### src/rtl/ifetch_queue.sv
// Prefetching instruction fetch front end: sequential PC generation, credit-limited
// memory requests, and an in-order instruction queue with redirect flush.
module ifetch_queue #(
  parameter int                DEPTH    = 4,
  parameter int                ADDR_W   = 32,
  parameter logic [ADDR_W-1:0] RESET_PC = '0
) (
  input  logic              clk,
  input  logic              reset,
  output logic              imem_req_valid,
  input  logic              imem_req_ready,
  output logic [ADDR_W-1:0] imem_req_addr,
  input  logic              imem_rsp_valid,
  input  logic [31:0]       imem_rsp_data,
  output logic              inst_valid,
  input  logic              inst_ready,
  output logic [31:0]       instruction,
  output logic [ADDR_W-1:0] inst_pc,
  input  logic              redirect,
  input  logic [ADDR_W-1:0] redirect_pc
);
  localparam int PTR_W = $clog2(DEPTH);
  localparam int CNT_W = $clog2(DEPTH + 1);
  localparam int SUM_W = CNT_W + 1;

  logic [ADDR_W-1:0] r_fetch_pc, r_rsp_pc;
  logic [PTR_W-1:0]  r_head, r_tail;
  logic [CNT_W-1:0]  r_count, r_out, r_drop;
  logic [31:0]       r_data [DEPTH];
  logic [ADDR_W-1:0] r_pc   [DEPTH];

  logic              w_credit, w_accept, w_pop, w_keep;
  logic [SUM_W-1:0]  w_sum;
  logic [ADDR_W-1:0] w_redir_pc;
  logic [CNT_W-1:0]  w_out_left;

  // Queued entries plus in-flight requests never exceed DEPTH, so a response always has a slot.
  assign w_sum      = SUM_W'(r_count) + SUM_W'(r_out);
  assign w_credit   = w_sum < SUM_W'(DEPTH);
  assign w_redir_pc = redirect_pc & ~ADDR_W'(3);
  assign w_out_left = r_out - CNT_W'(imem_rsp_valid);

  assign imem_req_valid = !reset && !redirect && w_credit;
  assign imem_req_addr  = r_fetch_pc;
  assign w_accept       = imem_req_valid && imem_req_ready;

  assign inst_valid  = !reset && (r_count != '0);
  assign instruction = inst_valid ? r_data[r_head] : '0;
  assign inst_pc     = inst_valid ? r_pc[r_head] : '0;
  assign w_pop       = inst_valid && inst_ready;
  assign w_keep      = imem_rsp_valid && (r_drop == '0) && !redirect;

  always_ff @(posedge clk) begin
    if (!reset && w_keep) begin
      r_data[r_tail] <= imem_rsp_data;
      r_pc[r_tail]   <= r_rsp_pc;
    end
  end

  always_ff @(posedge clk) begin
    if (reset) begin
      r_fetch_pc <= RESET_PC;
      r_rsp_pc   <= RESET_PC;
      r_head     <= '0;
      r_tail     <= '0;
      r_count    <= '0;
      r_out      <= '0;
      r_drop     <= '0;
    end else if (redirect) begin
      // Everything still owed by memory, minus this cycle's response, is now stale.
      r_fetch_pc <= w_redir_pc;
      r_rsp_pc   <= w_redir_pc;
      r_head     <= '0;
      r_tail     <= '0;
      r_count    <= '0;
      r_out      <= w_out_left;
      r_drop     <= w_out_left;
    end else begin
      if (w_accept) r_fetch_pc <= r_fetch_pc + ADDR_W'(4);
      r_out <= r_out + CNT_W'(w_accept) - CNT_W'(imem_rsp_valid);
      if (imem_rsp_valid && (r_drop != '0)) r_drop <= r_drop - CNT_W'(1);
      if (w_keep) begin
        r_tail   <= r_tail + PTR_W'(1);
        r_rsp_pc <= r_rsp_pc + ADDR_W'(4);
      end
      if (w_pop) r_head <= r_head + PTR_W'(1);
      r_count <= r_count + CNT_W'(w_keep) - CNT_W'(w_pop);
    end
  end

  always_ff @(posedge clk) begin
    if (!reset && w_keep) assert (r_count < CNT_W'(DEPTH));
  end
endmodule

### config.mk
export PLATFORM = sky130hd
export DESIGN_NAME = ifetch_queue
export DESIGN_NICKNAME = d
export VERILOG_FILES = /design/src/rtl/ifetch_queue.sv
export SDC_FILE = /design/constraint.sdc
export NUM_CORES = 1
export LEC_CHECK = 0
export BUFFER_PORTS_ARGS = -buffer_cell sky130_fd_sc_hd__clkbuf_2
export CAP_MARGIN = 25
export CELL_PAD_IN_SITES_DETAIL_PLACEMENT = 1
export CELL_PAD_IN_SITES_GLOBAL_PLACEMENT = 1
export CORE_MARGIN = 8
export CORE_UTILIZATION = 44
export DETAILED_ROUTE_END_ITERATION = 10
export PLACE_DENSITY_LB_ADDON = 0.1
export SLEW_MARGIN = 20
export SYNTH_ARGS = -nofsm -noshare
export SYNTH_HDL_FRONTEND = slang
export SYNTH_SLANG_ARGS = --single-unit
### constraint.sdc
create_clock -name clk -period 2.8 [get_ports clk]
set_input_delay 0.42 -clock clk [delete_from_list [all_inputs] [get_ports clk]]
set_output_delay 0.42 -clock clk [all_outputs]
set_load 0.02 [all_outputs]
==> flow_summary.yaml, run 1 <==
outcome:
  status: "completed"
finish:
  layout_common_cells: "edfxtp_1, clkbuf_2, dfxtp_1"
  antenna_cells: 0
  fillers: 3067
  area_growth_pct: 18.9
  drive_gt1_frac: 0.289
  final_common_cell: "edfxtp_1"
  stdcell_area_um2: 16200
  nets: 1186
floorplanning:
  core-area_um2: 30600
  die_x_um: 192
  die_h_um: 192
  num_rows: 64
  start_util: 0.446
  design.die.area_um2: 36900
  ioPinCount: 168
detailed_routing:
  vias: 8314
  dr.pass1.iters: 4
  wl_per_cell_um: 21.4
  dr_wl_met2_um: 15300
  wl_met3_um: 1990
  wl_met1_um: 14800
  viasPerCell: 5.48
  drc: 0
  dr.first_iter.drc_count: 466
  ant_nets: 0
  postRouteWirelength_um: 32500
  top_layer_used: "met4"
timing:
  fin_tns_setup_ns: 0
  fin_crit_ns: 2.68
  finalHoldViolations: 0
  relSlewSlack: 0.564
  skew_ns: 0.0125
  worstMarginPinSlew_ns: 0.654
  timing.final.crit_share: 0.956
  finalSetupViolations: 0
  timing.fmax_mhz: 374
  slew_violations: 0
  layout_setup_ws_ns: 0.124
logic_synthesis:
  seq_area_frac_synth: 0.656
  synthTopCellsByArea: "edfxtp_1, dfxtp_1, mux4_2"
  synth_area_leader_cell: "edfxtp_1"
  synth_edf_count: 248
  avgSynthCellArea_um2: 14.8
  post_synth_num_cell_types: 58
  ys_async_sr_fraction: 0
  syn_inst: 922
  yosysTopAreaCellShare: 0.546
  synth-seq-cells: 323
  yosys_warnings: 0
  syn_area_um2: 13600
  synthFlopType: "edfxtp_1"
pwr:
  p_clk_frac: 0.422
  intPower_mw: 8.20
  power_density_nw_per_um2: 647
  p_switching_mw: 2.28
  seqPwrFrac: 0.516
  p_comb_frac: 0.061
  power.leakage_nw: 5.65
  p_total_mw: 10.5
  peakVddDrop_v: 0.000336
  swShare: 0.218
clock_network:
  cts_buffers: 34
  h-tree-depth: 2
  cts_tree: "built"
  clock-root-buffer: "clkbuf_16"
  cts.reportedPaths.clkPinSlew_ns: 0.06
  cts_sinks: 323
  clk_latency_ns: 0.50
  cts_buffer_depth: 3
setup_path:
  startpoint_type: "flop"
  crit_fanout: 3
  cp.arrival_ns: 3.06
  end_kind: "flop"
  crit_type: "reg -> reg"
  cp_data_required_time_ns: 3.19
  rr_worst_depth: 12
job:
  maxCapViolations: 0
global_route:
  grt_max_degree: 65
  antenna_found_initial: 0
  grt_pass1_wl_um: 51200
  grt_pass1_vias: 9000
  grt.total_usage: 0.177
  grt.overflow.total: 0
place:
  dp_worst_setup_slack_ns: 0.0506
  dp_hpwl_um: 21600
  dpl_cell_area_um2: 15100
  place_congestion: 0.787
  portBuffers: 161
hold_path:
  hold_class: "in -> reg"
  hold_path_depth: 1
flip-flops by register name (all words and copies together), names as in the netlist, named ones only:
signal / flops
r_rsp_pc: 30
r_tail: 2
r_out: 3
r_drop: 3
imem_req_addr: 30
r_data: 128
r_pc: 120
r_count: 3
r_head: 2
Yosys cell counts, types with 4 or more instances:
master    count
or3_1         8
nand2_1      51
a311oi_1      4
o21a_1        7
nand3_1      30
and2_1       72
clkbuf_1     32
a31oi_1      20
and3_1       11
buf_2        10
a211oi_1     12
dfxtp_1      75
a21oi_1      23
o21ai_0      18
buf_4         5
ha_1         16
edfxtp_1    248
nor4_1       14
and4_1        4
nor2_1       44
mux4_2       62
clkbuf_8      4
xnor2_1      29
nor3_1       14
inv_1        22
nand4_1      15
a21boi_0     15
xor2_1        8
through the flow:
stage,util,cells,hold slack (ns)
2_1_floorplan,-,925,0.460
3_3_place_gp,0.494,1458,0.488
3_5_place_dp,0.494,1458,0.500
4_1_cts,0.530,1518,0.117
5_1_grt,0.530,1518,0.129
6_report,0.530,1518,0.140
power groups by stage:
stage / clock (mW) / combinational (mW) / sequential (mW)
floorplan: 0 / 0.371 / 5.50
global placement: 0 / 0.636 / 5.50
detailed placement: 0 / 0.646 / 5.51
CTS: 4.56 / 0.652 / 5.41
global route: 4.73 / 0.714 / 5.43
finish: 4.43 / 0.642 / 5.41
layout make-up:
class / instances / area [um^2] / area share
sequential: 323 / 8950 / 0.552
multi-input combinational: 524 / 4350 / 0.269
timing repair buffer: 191 / 1220 / 0.0752
clock buffer: 41 / 898 / 0.0554
tap: 396 / 495 / 0.0306
clock inverter: 19 / 199 / 0.0123
inverter: 24 / 90.1 / 0.00556
worst paths after layout:
| kind | start | to | slack [ns] |
|---|---|---|---|
| worst max register to register | r_out[2] | r_out[2] | 0.12 |
| worst min register to register | r_tail[0] | r_tail[0] | 0.51 |
| worst max-delay path | r_out[2] | r_out[2] | 0.12 |
| worst min-delay path | imem_rsp_data[7] | r_data[1][7] | 0.14 |
cell families (layout without fill, tap and decap cells):
family,count (synthesis),in the layout,share of synthesized area
multiplexers,65,65,0.105
other,1,4,0.000275
XOR/XNOR,37,37,0.0238
flip-flops,323,323,0.656
AND/OR/NAND/NOR,284,284,0.115
adder cells (fa/ha/maj),18,18,0.0176
AO/OA/AOI/OAI,116,116,0.0560
buffers and inverters,78,275,0.0267
critical path, stage by stage (launching register included):
cell and delay [ns]:
dfxtp_1 0.39, ha_1 0.26, nor4_2 0.25, and3_2 0.24, inv_2 0.04, ha_1 0.26
inv_1 0.04, ha_1 0.18, fa_1 0.37, xor2_1 0.15, o21ai_0 0.19, xnor2_1 0.15
nor2_1 0.05
metal layers:
metal,vias to the layer above,GRT usage
met3,31,0.0356
met4,0,0.0370
met5,-,0
li1,3877,-
met2,217,0.286
met1,4189,0.247
timing repair:
item	4_1_cts	5_1_grt
resized for setup	0	1
setup buffers	0	0
hold buffers	0	0
endpoints found under the hold margin	0	0
setup endpoints to repair	0	1
(Power assumes the default switching activity.)
==> run 2: changes to the inputs <==
==> constraint.sdc (replaced) <==
create_clock -name clk -period 2.8 [get_ports clk]
set_input_delay 0.42 -clock clk [delete_from_list [all_inputs] [get_ports clk]]
set_output_delay 0.42 -clock clk [all_outputs]
set_load 0.01 [all_outputs]
==> run 2 against run 1 <==
Against the previous run: global-route usage down 0.090 points; clock skew up 0.010 ns; critical path type unchanged; worst setup slack better by 0.074 ns; final area about the same; highest routed layer unchanged.
==> flow_summary.yaml, run 2 (same netlist as run 1, synthesis figures left out) <==
outcome:
  status: "completed"
timing:
  timing.final.crit_share: 0.929
  timing.fmax_mhz: 384
  worstMarginPinSlew_ns: 0.614
  slew_violations: 0
  relSlewSlack: 0.588
  skew_ns: 0.0228
  layout_setup_ws_ns: 0.198
  fin_crit_ns: 2.60
  finalSetupViolations: 0
  rsz0062_at_grt: "no"
  fin_tns_setup_ns: 0
  finalHoldViolations: 0
clock_network:
  post_cts_resized: 0
  post_cts_buffers: 0
  cts.reportedPaths.clkPinSlew_ns: 0.06
  cts_buffers: 35
  cts_buffer_depth: 3
  h-tree-depth: 2
  clock-root-buffer: "clkbuf_16"
  clk_latency_ns: 0.52
  cts_sinks: 323
  ctsHoldBuffers: 0
  cts_tree: "built"
finish:
  multiInputGateArea_um2: 4350
  nets: 1185
  area_growth_pct: 18.9
  top_register: "r_data"
  drive_gt1_frac: 0.288
  layout_common_cells: "edfxtp_1, clkbuf_2, dfxtp_1"
  regArea_um2: 8950
  fillers: 3053
  final_common_cell: "edfxtp_1"
  antenna_cells: 0
  largest_reg_flops: 128
  top_regs: "r_data (128), r_pc (120)"
setup_path:
  r2r_end: "r_out[2]"
  crit_fanout: 3
  r2r-start: "r_count[2]"
  crit_type: "reg -> reg"
  rr_worst_depth: 12
  ff2ff_setup_slack_ns: 0.20
  startpoint_type: "flop"
  cp.arrival_ns: 3.00
  cp_data_required_time_ns: 3.20
  end_kind: "flop"
  startpoint: "r_count[2]"
  cp-endpoint: "r_out[2]"
pwr:
  p_clk_frac: 0.438
  p_total_mw: 10.7
  p_switching_mw: 2.31
  seqPwrFrac: 0.507
  p_comb_frac: 0.055
  power.leakage_nw: 5.65
  power_density_nw_per_um2: 659
  peakVddDrop_v: 0.000334
  swShare: 0.216
  intPower_mw: 8.37
place:
  dp_hpwl_um: 21400
  portBuffers: 161
  place_congestion: 0.819
  dp_worst_setup_slack_ns: 0.0659
floorplanning:
  core-area_um2: 30600
  die_x_um: 192
  ioPinCount: 168
  design.die.area_um2: 36900
  die_h_um: 192
  num_rows: 64
  start_util: 0.446
detailed_routing:
  dr.first_iter.drc_count: 352
  vias: 8294
  drc: 0
  postRouteWirelength_um: 32400
  viasPerCell: 5.46
  wl_per_cell_um: 21.3
  dr.pass1.iters: 4
  ant_nets: 0
global_route:
  grt_max_degree: 65
  grt.overflow.total: 0
  grt_pass1_vias: 8970
  antenna_found_initial: 0
  grt.total_usage: 0.176
  grt_pass1_wl_um: 51000
job:
  maxCapViolations: 0
hold_path:
  hold_class: "in -> reg"
-- run 2: cell types whose count changed in the layout (fill, tap and decap cells not counted), sizes merged --
cell and change:
buf -2, bufinv +1, clkbuf +3, clkinv -3, clkinvlp +2
-- run 2: power by group through the flow --
stage               Sequential, mW  Combinational, mW  Clock, mW
detailed placement            5.51              0.596          0
finish                        5.41              0.589       4.68
CTS                           5.41              0.600       4.80
floorplan                     5.48              0.351          0
global route                  5.43              0.663       4.95
global placement              5.51              0.583          0
-- run 2: stage by stage --
stage | cell area (um^2) | std cells | hold slack [ns] | util
6_report | 16200 | 1519 | 0.129 | 0.530
5_1_grt | 16200 | 1519 | 0.115 | 0.530
4_1_cts | 16200 | 1519 | 0.109 | 0.530
3_5_place_dp | 15000 | 1456 | 0.511 | 0.491
3_3_place_gp | 15000 | 1456 | 0.492 | 0.491
2_1_floorplan | 13700 | 925 | 0.460 | -
-- run 2: final cells by class --
cell class	count	share of cell area
clock buffers	44	0.0574
clock inverters	19	0.0151
inverters	24	0.00556
multi-input cells	524	0.269
flip-flops and latches	323	0.552
well taps	396	0.0306
repair buffers	189	0.0704
-- run 2: layer usage --
layer / vias to the layer above / global-route usage / wire (um)
li1: 3881 / - / -
met1: 4155 / 0.242 / 14500
met2: 214 / 0.289 / 15500
met3: 44 / 0.0325 / 1930
met4: 0 / 0.0408 / 530
met5: - / 0 / 0
-- run 2: worst min-delay path by stage --
stage | startpoint | to | cells after the start
after floorplan | r_rsp_pc[31] | r_pc[0][31] | 0
after global placement | r_tail[0] | r_tail[0] | 2
after detailed placement | r_tail[0] | r_tail[0] | 2
after CTS | imem_rsp_data[27] | r_data[1][27] | 1
after global routing | imem_rsp_data[27] | r_data[1][27] | 1
final | imem_rsp_data[27] | r_data[3][27] | 1
-- run 2: worst max-delay path, stage by stage, from the launching register on --
cell	delay (ns)
dfxtp_1	0.33
ha_1	0.31
nor4_2	0.23
and3_2	0.24
inv_2	0.04
ha_1	0.26
inv_1	0.04
ha_1	0.17
fa_1	0.39
xor2_1	0.15
o21ai_1	0.15
xnor2_1	0.13
nor2_1	0.05
